### src/rtl/serial_word_receiver.sv
// serial_word_receiver
// Frames a start / WIDTH data / stop bitstream sampled on bit_en strobes,
// assembles each good frame into a parallel word and offers it downstream
// with a valid/ready handshake. Bad stop bits raise frame_err, and good
// frames arriving while the holding register is full raise overrun.
// Optional feature: define PARITY_CHECK_EN to add an even-parity bit
// between the data bits and the stop bit.
module serial_word_receiver #(
    parameter int WIDTH = 8,
    parameter int CNT_W = 4
) (
    input  logic             Clk,
    input  logic             reset,
    input  logic             ser_in,
    input  logic             bit_en,
    output logic [0:WIDTH-1] data_out,
    output logic             data_valid,
    input  logic             data_ready,
    output logic             busy,
    output logic             frame_err,
    output logic             overrun
);

`ifdef PARITY_CHECK_EN
    typedef enum logic [1:0] {IDLE, DATA, PARITY, STOP} state_t;
`else
    typedef enum logic [1:0] {IDLE, DATA, STOP} state_t;
`endif

    localparam logic [CNT_W-1:0] LAST = CNT_W'(WIDTH - 1);

    state_t           state_q, state_d;
    logic [CNT_W-1:0] cnt_q;
    logic [0:WIDTH-1] buffer_q;
    logic             good_frame;
    logic             bad_frame;
    logic             parity_ok;
    logic             hold_free;

    // The holding register can take a new word if empty or emptied this edge.
    assign hold_free = !data_valid || data_ready;
    assign busy      = (state_q != IDLE);

`ifdef PARITY_CHECK_EN
    logic par_q;

    // Running XOR of data and parity bits; zero at stop time means even parity.
    always_ff @(posedge Clk or negedge reset) begin
        if (!reset) begin
            par_q <= 1'b0;
        end else if (bit_en) begin
            if (state_q == IDLE && !ser_in) begin
                par_q <= 1'b0;
            end else if (state_q == DATA || state_q == PARITY) begin
                par_q <= par_q ^ ser_in;
            end
        end
    end

    assign parity_ok = !par_q;
`else
    assign parity_ok = 1'b1;
`endif

    // FSM state register.
    always_ff @(posedge Clk or negedge reset) begin
        // NOTE: sequential state uses non-blocking assignments so every register
        // samples the pre-edge values regardless of block ordering.
        if (!reset) begin
            state_q <= IDLE;
        end else begin
            state_q <= state_d;
        end
    end

    // Next-state logic and frame verdict at stop-bit time.
    always_comb begin
        // NOTE: every output of this block gets a default first, so no path
        // leaves a variable unassigned and no latch is inferred.
        state_d    = state_q;
        good_frame = 1'b0;
        bad_frame  = 1'b0;
        case (state_q)
            IDLE: begin
                if (bit_en && !ser_in) state_d = DATA;
            end
            DATA: begin
                if (bit_en && cnt_q == LAST) begin
`ifdef PARITY_CHECK_EN
                    state_d = PARITY;
`else
                    state_d = STOP;
`endif
                end
            end
`ifdef PARITY_CHECK_EN
            PARITY: begin
                if (bit_en) state_d = STOP;
            end
`endif
            STOP: begin
                if (bit_en) begin
                    state_d = IDLE;
                    if (ser_in && parity_ok) good_frame = 1'b1;
                    else                     bad_frame  = 1'b1;
                end
            end
            default: state_d = IDLE;
        endcase
    end

    // Bit counter and shift buffer; only advance on bit_en samples.
    always_ff @(posedge Clk or negedge reset) begin
        // NOTE: the shift buffer is a handful of flops, so it is cleared on
        // reset like any other state rather than left uninitialised.
        if (!reset) begin
            cnt_q    <= '0;
            buffer_q <= '0;
        end else if (bit_en) begin
            if (state_q == IDLE && !ser_in) begin
                cnt_q <= '0;
            end else if (state_q == DATA) begin
                for (int i = 0; i < WIDTH; i++) begin
                    if (cnt_q == CNT_W'(i)) buffer_q[i] <= ser_in;
                end
                if (cnt_q != LAST) cnt_q <= cnt_q + 1'b1;
            end
        end
    end

    // Output holding register, handshake and one-cycle error pulses.
    always_ff @(posedge Clk or negedge reset) begin
        if (!reset) begin
            data_out   <= '0;
            data_valid <= 1'b0;
            frame_err  <= 1'b0;
            overrun    <= 1'b0;
        end else begin
            frame_err <= bad_frame;
            overrun   <= good_frame && !hold_free;
            if (good_frame && hold_free) begin
                data_out   <= buffer_q;
                data_valid <= 1'b1;
            end else if (data_valid && data_ready) begin
                data_valid <= 1'b0;
            end
        end
    end

endmodule
### config.mk
export PLATFORM = sky130hd
export DESIGN_NAME = serial_word_receiver
export DESIGN_NICKNAME = d
export VERILOG_FILES = /design/src/rtl/serial_word_receiver.sv
export SDC_FILE = /design/constraint.sdc
export NUM_CORES = 1
export LEC_CHECK = 0
export CAP_MARGIN = 15
export CORE_MARGIN = 2
export CORE_UTILIZATION = 30
export DETAILED_ROUTE_END_ITERATION = 12
export HOLD_SLACK_MARGIN = 0.08
export PLACE_DENSITY_LB_ADDON = 0.2
export SLEW_MARGIN = 40
export SYNTH_ARGS = -nofsm -noshare
export SYNTH_HDL_FRONTEND = slang
export SYNTH_SLANG_ARGS = --single-unit
### constraint.sdc
create_clock -name Clk -period 2.87 [get_ports Clk]
set_input_delay 0.4305 -clock Clk [delete_from_list [all_inputs] [get_ports Clk]]
set_output_delay 0.4305 -clock Clk [all_outputs]
set_load 0.02 [all_outputs]
==> results of run 1 <==
[worst paths after layout]
check / cells after the start / end / startpoint
worst min register to register: 1 / data_out[6] / data_out[6]
worst max-delay path: 2 / busy / state_q[1]
worst max register to register: 3 / cnt_q[2] / state_q[1]
worst min-delay path: 1 / data_out[6] / data_out[6]
min in group asynchronous: 2 / data_out[6] / reset
max in group asynchronous: 2 / overrun / reset
[flip-flops by register name, summed over array words and instances, names as in the netlist]
register,count
buffer_q,8
data_out,8
cnt_q,4
state_q,2
data_valid,1
frame_err,1
overrun,1
[worst register-to-register path, cell delays in order, from the launching register on]
cell and delay, ps:
dfrtp_1 450, or4b_4 580, a21boi_1 150, mux2_4 250
[logic make-up after synthesis]
kind of cell,Yosys count
AOI/OAI and AO/OA,6
xor gates and xnor gates,1
adders and majority gates,4
buffers and inverters,6
DFF,25
muxes,19
and+or+nand+nor,27
[cell usage in the layout (no fill, tap or decap)]
| cell type | count |
|---|---|
| a21boi_1 | 1 |
| a21o_1 | 1 |
| a41oi_1 | 1 |
| and2b_2 | 1 |
| and3b_1 | 1 |
| and4b_1 | 1 |
| buf_4 | 2 |
| clkbuf_1 | 1 |
| clkbuf_8 | 3 |
| clkdlybuf4s50_1 | 16 |
| dfrtp_1 | 25 |
| ha_1 | 4 |
| inv_1 | 3 |
| mux2_1 | 14 |
| mux2_2 | 2 |
| mux2_4 | 1 |
| mux2i_1 | 2 |
| nand2_1 | 5 |
| nand2b_1 | 2 |
| nand3_1 | 8 |
| nand3b_1 | 1 |
| nand4b_1 | 1 |
| nor2_1 | 2 |
| nor2b_1 | 3 |
| o21ai_0 | 1 |
| o21ai_1 | 1 |
| o21bai_1 | 1 |
| or2_2 | 1 |
| or4b_4 | 1 |
| xor2_1 | 1 |
[per-layer routing]
metal	global-route usage, %	wire, um	part of all wire [%]
met1	12.4	852	47
met2	16.7	865	48
met3	2.05	61	3.4
met4	5.47	15	0.84
met5	0	0	0
[per-stage QoR]
stage	utilization [%]	hold slack [ps]	power, W	cell area (sq um)
floorplan	-	135	0.000817	1130
global placement	37.1	467	0.000955	1350
detailed placement	37.1	477	0.000957	1350
CTS	38.4	498	0.00117	1390
global route	38.4	517	0.00125	1390
finish	38.4	489	0.00114	1390
[final cells by class]
type / instances / area, sq um / share of cell area, %
timing repair buffer: 18 / 175 / 12.6
clock buffer: 4 / 45.0 / 3.23
multi-input combinational: 57 / 477 / 34.2
inverter: 3 / 11.3 / 0.808
sequential: 25 / 626 / 44.9
tap: 48 / 60.1 / 4.31
[power groups by stage]
stage                     Sequential [W]  Combinational, W  Clock [W]
after detailed placement        0.000564          0.000393          0
after CTS                       0.000556          0.000395   0.000216
after global routing            0.000577          0.000440   0.000233
after global placement          0.000562          0.000393          0
after floorplan                 0.000569          0.000248          0
final                           0.000554          0.000389   0.000201
==> flow_summary.yaml, run 1 <==
critical_path:
  path_buf_inv: 1
  cp_max_fo: 8
  startpoint_type: "register"
  worst_path_largest_cell_delay_ps: 540
  cp_slowest_cell: "clkdlybuf4s50_1"
  arrival_ps: 1560
  critPathTopFamily: "buffers and inverters"
  cp_cell_sequence: "or2_2, clkdlybuf4s50_1"
  worstPathRequired_ps: 2440
  r2r_slack_ps: 1340
  end_kind: "primary output"
  worst-setup-path-type: "register to primary output"
global_routing:
  grt_max_degree: 26
  grt_pass1_wl_um: 3240
  track_usage_pct: 10.1
  grt_pass1_vias: 738
  antenna_found_initial: 0
  grt_overflow_total: 0
outcome:
  status: "finished, final reports clean"
clock_network:
  h-tree-depth: 1
  cts_tree: "done"
  cts-resized-gates: 0
  post_cts_buffers: 0
  root_buffer: "clkbuf_8"
  cts_buffers: 3
  clock_sinks: 25
  clock_path_buffers: 2
  path_clk_slew_ps: 80
  worstSkewPairLatency_ps: 260
  cts_hold_buf: 0
routing:
  vias: 707
  drc: 0
  detail-route-antenna-nets: 0
  first_iter_violations: 8
  totalWireLength_um: 1800
  post_drt_wl_per_cell_um: 11.6
  firstDrtPassIters: 4
  viasPerCell: 4.56
synthesis:
  yosysSeqAreaShare_pct: 55.2
  yosys.area.top_type: "dfrtp_1"
  syn_nets: 97
  synth_edf_count: 0
  synth.area.mux_share_pct: 19.0
  synth-simple-area-share_pct: 14.2
  synthDistinctLibCells: 29
  synth_common_cells: "dfrtp_1, mux2_1, nand3_1, nand2_1, ha_1"
  synthCells: 88
  synth_top_family_by_area: "multiplexers"
  synth_fa_ha_area_share_pct: 4.42
  synth_top_area_share_pct: 55.2
  synth-async-reset-ratio_pct: 100
  synthFlopType: "dfrtp_1"
  synth_compound_area_share_pct: 3.64
  ys_ff_latch: 25
  yosys_warnings: 0
  synthXorXnorAreaFrac_pct: 0.773
  synth.avg_cell_area_sq_um: 12.9
  synth_most_common_cell: "dfrtp_1"
  ys_top_cells_by_area: "dfrtp_1, mux2_1, ha_1"
  synth_area_sq_um: 1130
placement:
  io_buffers: 16
  place.gp.congestion: 0.767
  hpwl_um: 1330
  dp_slack_ps: 729
  dpl.cell_count: 151
job:
  maxCapViolCount: 0
layout:
  finalNonFillerCells: 155
  n_antenna_cell: 0
  nets: 117
  fillers: 377
  drive_above_1_share_pct: 10.3
  areaGrowthSynthToFinish_pct: 23.0
die:
  die_x_um: 65.5
  design.die.area_sq_um: 4290
  initial_core_util_pct: 31.2
  core_area_sq_um: 3630
  die_y_um: 65.5
  num_rows: 22
  io_pins: 17
timing:
  tns_ps: 0
  finalSetupViolCount: 0
  hold_viol: 0
  skew_ps: 1.41
  setup_slack_ps: 876
  finalCritPeriodShare_pct: 69.5
  max_freq_mhz: 502
  rsz0062_at_grt: "false"
  max_slew.worst_pin.slew_ps: 447
  slew_headroom_pct: 70.2
  min_period_ps: 1990
  maxSlewViolCount: 0
pwr:
  vdd_drop_max_uv: 365
  clockPowerShare_pct: 17.6
  switching_share_pct: 32.9
  powerDensity_nw_per_um2: 821
  seqPwrFrac_pct: 48.4
  netSwitchingPower_w: 0.000376
  p_leak_nw: 0.648
  combPwrFrac_pct: 34.0
  p_int_w: 0.000768
hold_path:
  hp-class: "register to register"
No activity file was read; power rests on OpenSTA's default activity.
==> inputs of run 2 (changes only) <==
==> constraint.sdc (replaced) <==
create_clock -name Clk -period 1.7 [get_ports Clk]
set_input_delay 0.255 -clock Clk [delete_from_list [all_inputs] [get_ports Clk]]
set_output_delay 0.255 -clock Clk [all_outputs]
set_load 0.02 [all_outputs]
==> run 2 against run 1 <==
Critical path depth did not move. Flip-flop and latch count unchanged. Clock-buffer cell count stayed put. First-iteration DRC count decreased by 50%. Final cell count is 3.2% higher. Utilization grew 1.0 points. Via count grew 1.8%. Hold slack worse by 130 ps. Clock power up 68%. Wire length rose by 5.8%. Critical path type unchanged. Largest cell class unchanged.
==> flow_summary.yaml, run 2 (same netlist as run 1, synthesis figures left out) <==
outcome:
  status: "finished, final reports clean"
critical_path:
  rr_worst_depth: 3
  arrival_ps: 1350
  cp_max_fo: 9
  worstPathRequired_ps: 1440
  end_kind: "primary output"
  r2r_slack_ps: 180
  worst_r2r_endpoint: "cnt_q[2]"
  r2r-start: "state_q[0]"
  startpoint_type: "register"
  worst-setup-path-type: "register to primary output"
clock_network:
  path_clk_slew_ps: 80
  cts_hold_buf: 0
  clock_path_buffers: 2
  cts_buffers: 3
  clock_sinks: 25
  h-tree-depth: 1
  worstSkewPairLatency_ps: 260
  root_buffer: "clkbuf_8"
  cts_tree: "done"
layout:
  seq_area_sq_um: 626
  multiInputGateArea_sq_um: 477
  top_regs: "buffer_q (8), data_out (8), cnt_q (4)"
  final_cell_mix: "dfrtp_1, clkdlybuf4s50_1, mux2_1"
  n_antenna_cell: 0
  areaGrowthSynthToFinish_pct: 26.2
  final_common_cell: "dfrtp_1"
  fin_area_sq_um: 1430
  nets: 122
  fillers: 361
  drive_above_1_share_pct: 14.3
placement:
  io_buffers: 16
  place.gp.congestion: 0.769
  post_dp_cell_area_sq_um: 1390
  hpwl_um: 1370
  dp_slack_ps: -34.9
timing:
  slew_headroom_pct: 71.0
  hold_viol: 0
  min_period_ps: 1610
  skew_ps: 2.72
  max_slew.worst_pin.slew_ps: 434
  maxSlewViolCount: 0
  finalCritPeriodShare_pct: 94.5
  max_freq_mhz: 622
  setup_slack_ps: 93.2
  finalSetupViolCount: 0
  rsz0062_at_grt: "false"
  hold_ws_ps: 359
pwr:
  p_leak_nw: 0.670
  vdd_drop_max_uv: 404
  powerDensity_nw_per_um2: 1350
global_routing:
  track_usage_pct: 10.6
  grt_overflow_total: 0
  grt_pass1_wl_um: 3420
  antenna_found_initial: 0
  grt_pass1_vias: 780
  grt_max_degree: 26
die:
  die_x_um: 65.5
  num_rows: 22
  design.die.area_sq_um: 4290
  io_pins: 17
  core_area_sq_um: 3630
  die_y_um: 65.5
  initial_core_util_pct: 31.2
routing:
  viasPerCell: 4.50
  vias: 720
  post_drt_wl_per_cell_um: 11.9
  first_iter_violations: 4
  drc: 0
  detail-route-antenna-nets: 0
  totalWireLength_um: 1900
  firstDrtPassIters: 4
job:
  maxCapViolCount: 0
hold_path:
  hp-class: "input port to asynchronous set/reset pin"
run 2: changes by cell type in the layout (fill, tap and decap cells not counted):
cell	change
buf_4	+5
clkdlybuf4s50_1	-1
dlygate4sd2_1	+1
run 2: what timing repair did:
action                     4_1_cts  5_1_grt
setup buffers                    0        0
setup endpoints to repair        1        0
resized for setup                1        0
run 2: worst max-delay path by stage:
stage          slack, ps          end  depth (start not counted)  startpoint
6_report              90         busy                          2  state_q[0]
3_3_place_gp         -20     cnt_q[2]                          4      bit_en
4_1_cts               90         busy                          2  state_q[1]
3_5_place_dp         -30  data_out[2]                          5      ser_in
2_1_floorplan        240     cnt_q[2]                          3  state_q[1]
5_1_grt               50         busy                          2  state_q[0]
run 2: final cells by class:
| class | instances | area share (%) |
|---|---|---|
| clock buffers | 4 | 3.15 |
| flip-flops and latches | 25 | 43.7 |
| multi-input cells | 57 | 33.3 |
| repair buffers | 23 | 14.8 |
| inverters | 3 | 0.787 |
| well taps | 48 | 4.20 |
run 2: critical path: stages, from the launching register on:
cell and delay (ps):
dfrtp_1 470, or2_2 300, dlygate4sd2_1 320
run 2: metal layers:
metal | GRT usage (%) | wire, um | up-vias | share of wire (%)
li1 | - | - | 353 | -
met1 | 12.6 | 916 | 350 | 48
met2 | 17.6 | 876 | 13 | 46
met3 | 2.05 | 63 | 4 | 3.3
met4 | 6.25 | 44 | 0 | 2.3
met5 | 0 | 0 | - | 0
run 2: through the flow:
step	total power (W)	setup TNS (ps)	instances	utilization [%]
finish	0.00193	0	160	39.4
global route	0.00209	0	160	39.4
CTS	0.00196	0	160	39.4
detailed placement	0.00162	-353	156	38.2
global placement	0.00160	-37.7	156	38.2
floorplan	0.00138	0	88	-
run 2: power by group:
part	leakage (nW)	switching (W)	internal, W
Combinational	0.325	0.000310	0.000342
Clock	0.0228	0.000170	0.000167
Sequential	0.323	0.000154	0.000788
Total	0.670	0.000634	0.00130
==> patch, RTL diff (config.mk and constraints of run 1) <==
Add a define of `PARITY_CHECK_EN`.
--- a/src/rtl/serial_word_receiver.sv
+++ b/src/rtl/serial_word_receiver.sv
@@ -7,2 +7,4 @@
 // between the data bits and the stop bit.
+`define PARITY_CHECK_EN
+
 module serial_word_receiver #(
Check against the original RTL: same outputs for any inputs over 10 cycles, from zero or initial values and one cycle with reset low; that may be too few to reach the edited logic, so the function may still have changed.
==> patch against run 1 <==
- design area rose by 15%
- first-iteration DRC count rose to 11 times the old value
- core utilization fell by 0.92 points
- global-route usage rose by 1.0 points
- clock skew rose by 0.0047 ns
- worst setup slack got worse by 0.23 ns
- sequential cell count rose by 1
- count of clock-buffer cells in the layout fell by 1
- fmax fell by 10%
- critical path depth rose by 2
- total power rose by 40%
- routed wire length rose by 36%
- synthesized area rose by 16%
- largest power group is now combinational logic
==> patch: results (changes against run 1) <==
| Metric | Value |
|---|---|
| Setup slack, reg-to-reg | `0.76 ns (-0.58 ns)` |
| Global-route wire length before repair | `4460 um (+37%)` |
| Initial DRC count | `88 (+80)` |
| Post-layout net count | `144 (+23%)` |
| Maximum VDD drop | `0.257 mV (-29%)` |
| Syn nets | `125 (+29%)` |
| Crit Reg-Reg Endpoint | `state_q[1]` |
| Filler instances | `411 (+9.0%)` |
| Synthesized instance count | `110 (+25%)` |
| Post-detail-place hpwl | `1790 um (+35%)` |
| Worst stage delay on the critical path | `0.61 ns (+0.07 ns)` |
| Vias in the first global route | `920 (+25%)` |
| Outcome | `finished clean` |
| Top cells by count, synth | `dfrtp_1 (26), mux2_2 (15), ha_1 (10), nand3_1 (9), inv_1 (8)` |
| Netlist cell types | `30 (+3.4%)` |
| Via count | `893 (+26%)` |
| GRT Util Overall | `0.112 (+0.0104)` |
| Worst Max-Slew Pin Slew | `0.463 ns (+0.0167 ns)` |
| Synth area leaders | `dfrtp_1 (50%), mux2_2 (13%), ha_1 (9.5%)` |
| Top fanout value on the critical path | `6 (-2)` |
| GP Congestion | `0.723 (-5.7%)` |
| Post-synthesis mux area share | `0.145 (-0.0449)` |
| Reg clk slew, reported paths | `0.10 ns (+0.02 ns)` |
| Cell internal pwr | `1040 uW (+35%)` |
| Share of layout cells above drive strength 1 | `0.180 (+0.0769)` |
| Leak Pwr | `0.000725 uW (+12%)` |
| Post-Route WL | `2440 um (+36%)` |
| Complex-gate fraction of the synthesized area | `0.0753 (+0.0389)` |
| Non-Filler Instances | `180 (+16%)` |
| Final Skew | `0.00612 ns (+0.00471 ns)` |
| CP arrival | `1.80 ns (+0.24 ns)` |
[patch: cell types whose count changed after synthesis, moves of 2 or more]
| cell | delta |
|---|---|
| inv_1 | +5 |
| ha_1 | +6 |
| mux2_2 | +13 |
| o211ai_1 | +3 |
| nand2_1 | -2 |
| clkbuf_1 | +2 |
| nor2_1 | +2 |
| nand2b_1 | +3 |
| mux2_1 | -13 |
[patch: layout make-up]
class	instances	area [um2]	area share
clock buffers	3	41.3	0.0257
repair buffers	18	175	0.109
clock inverters	1	30.0	0.0187
multi-input cells	72	616	0.383
flip-flops and latches	26	651	0.405
inverters	8	30.0	0.0187
well taps	52	65.1	0.0405
[patch: metal layers]
metal	share of wire	up-vias	track usage
li1	-	430	-
met1	0.49	447	0.150
met2	0.48	14	0.180
met3	0.024	2	0.0188
met4	0.011	0	0.0449
met5	0	-	0
[patch: power by group through the flow]
stage	clock network, uW	logic [uW]	registers, uW
6_report	306	686	609
5_1_grt	325	770	632
4_1_cts	315	692	612
3_5_place_dp	0	685	620
3_3_place_gp	0	674	614
2_1_floorplan	0	426	644
[patch: worst reg2reg max path, stage by stage, from the launching register on]
cell and delay [ns]:
dfrtp_1 0.40, inv_1 0.10, ha_1 0.28, or4_1 0.57, a32oi_2 0.30, mux2_1 0.35
[patch: worst min-delay path by stage]
stage	start	end	cells past startpoint	slack (ns)
finish	buffer_q[7]	buffer_q[7]	1	0.51
detailed placement	buffer_q[6]	buffer_q[6]	1	0.49
floorplan	reset	buffer_q[0]	0	0.13
global placement	data_out[1]	data_out[1]	1	0.49
CTS	buffer_q[6]	buffer_q[6]	1	0.51
global route	data_out[5]	data_out[5]	1	0.54
[patch: per-stage QoR]
step / util / worst slack, ns / cell area, um2
6_report: 0.374 / 0.644 / 1610
5_1_grt: 0.374 / 0.527 / 1610
4_1_cts: 0.374 / 0.624 / 1610
3_5_place_dp: 0.358 / 0.545 / 1540
3_3_place_gp: 0.358 / 0.581 / 1540
2_1_floorplan: - / 0.971 / 1310
[patch: kinds of logic after synthesis]
group / Yosys count
simple gates: 33
flops: 26
mux: 17
compound gates: 12
buf+inv: 12
fa+ha+maj: 10
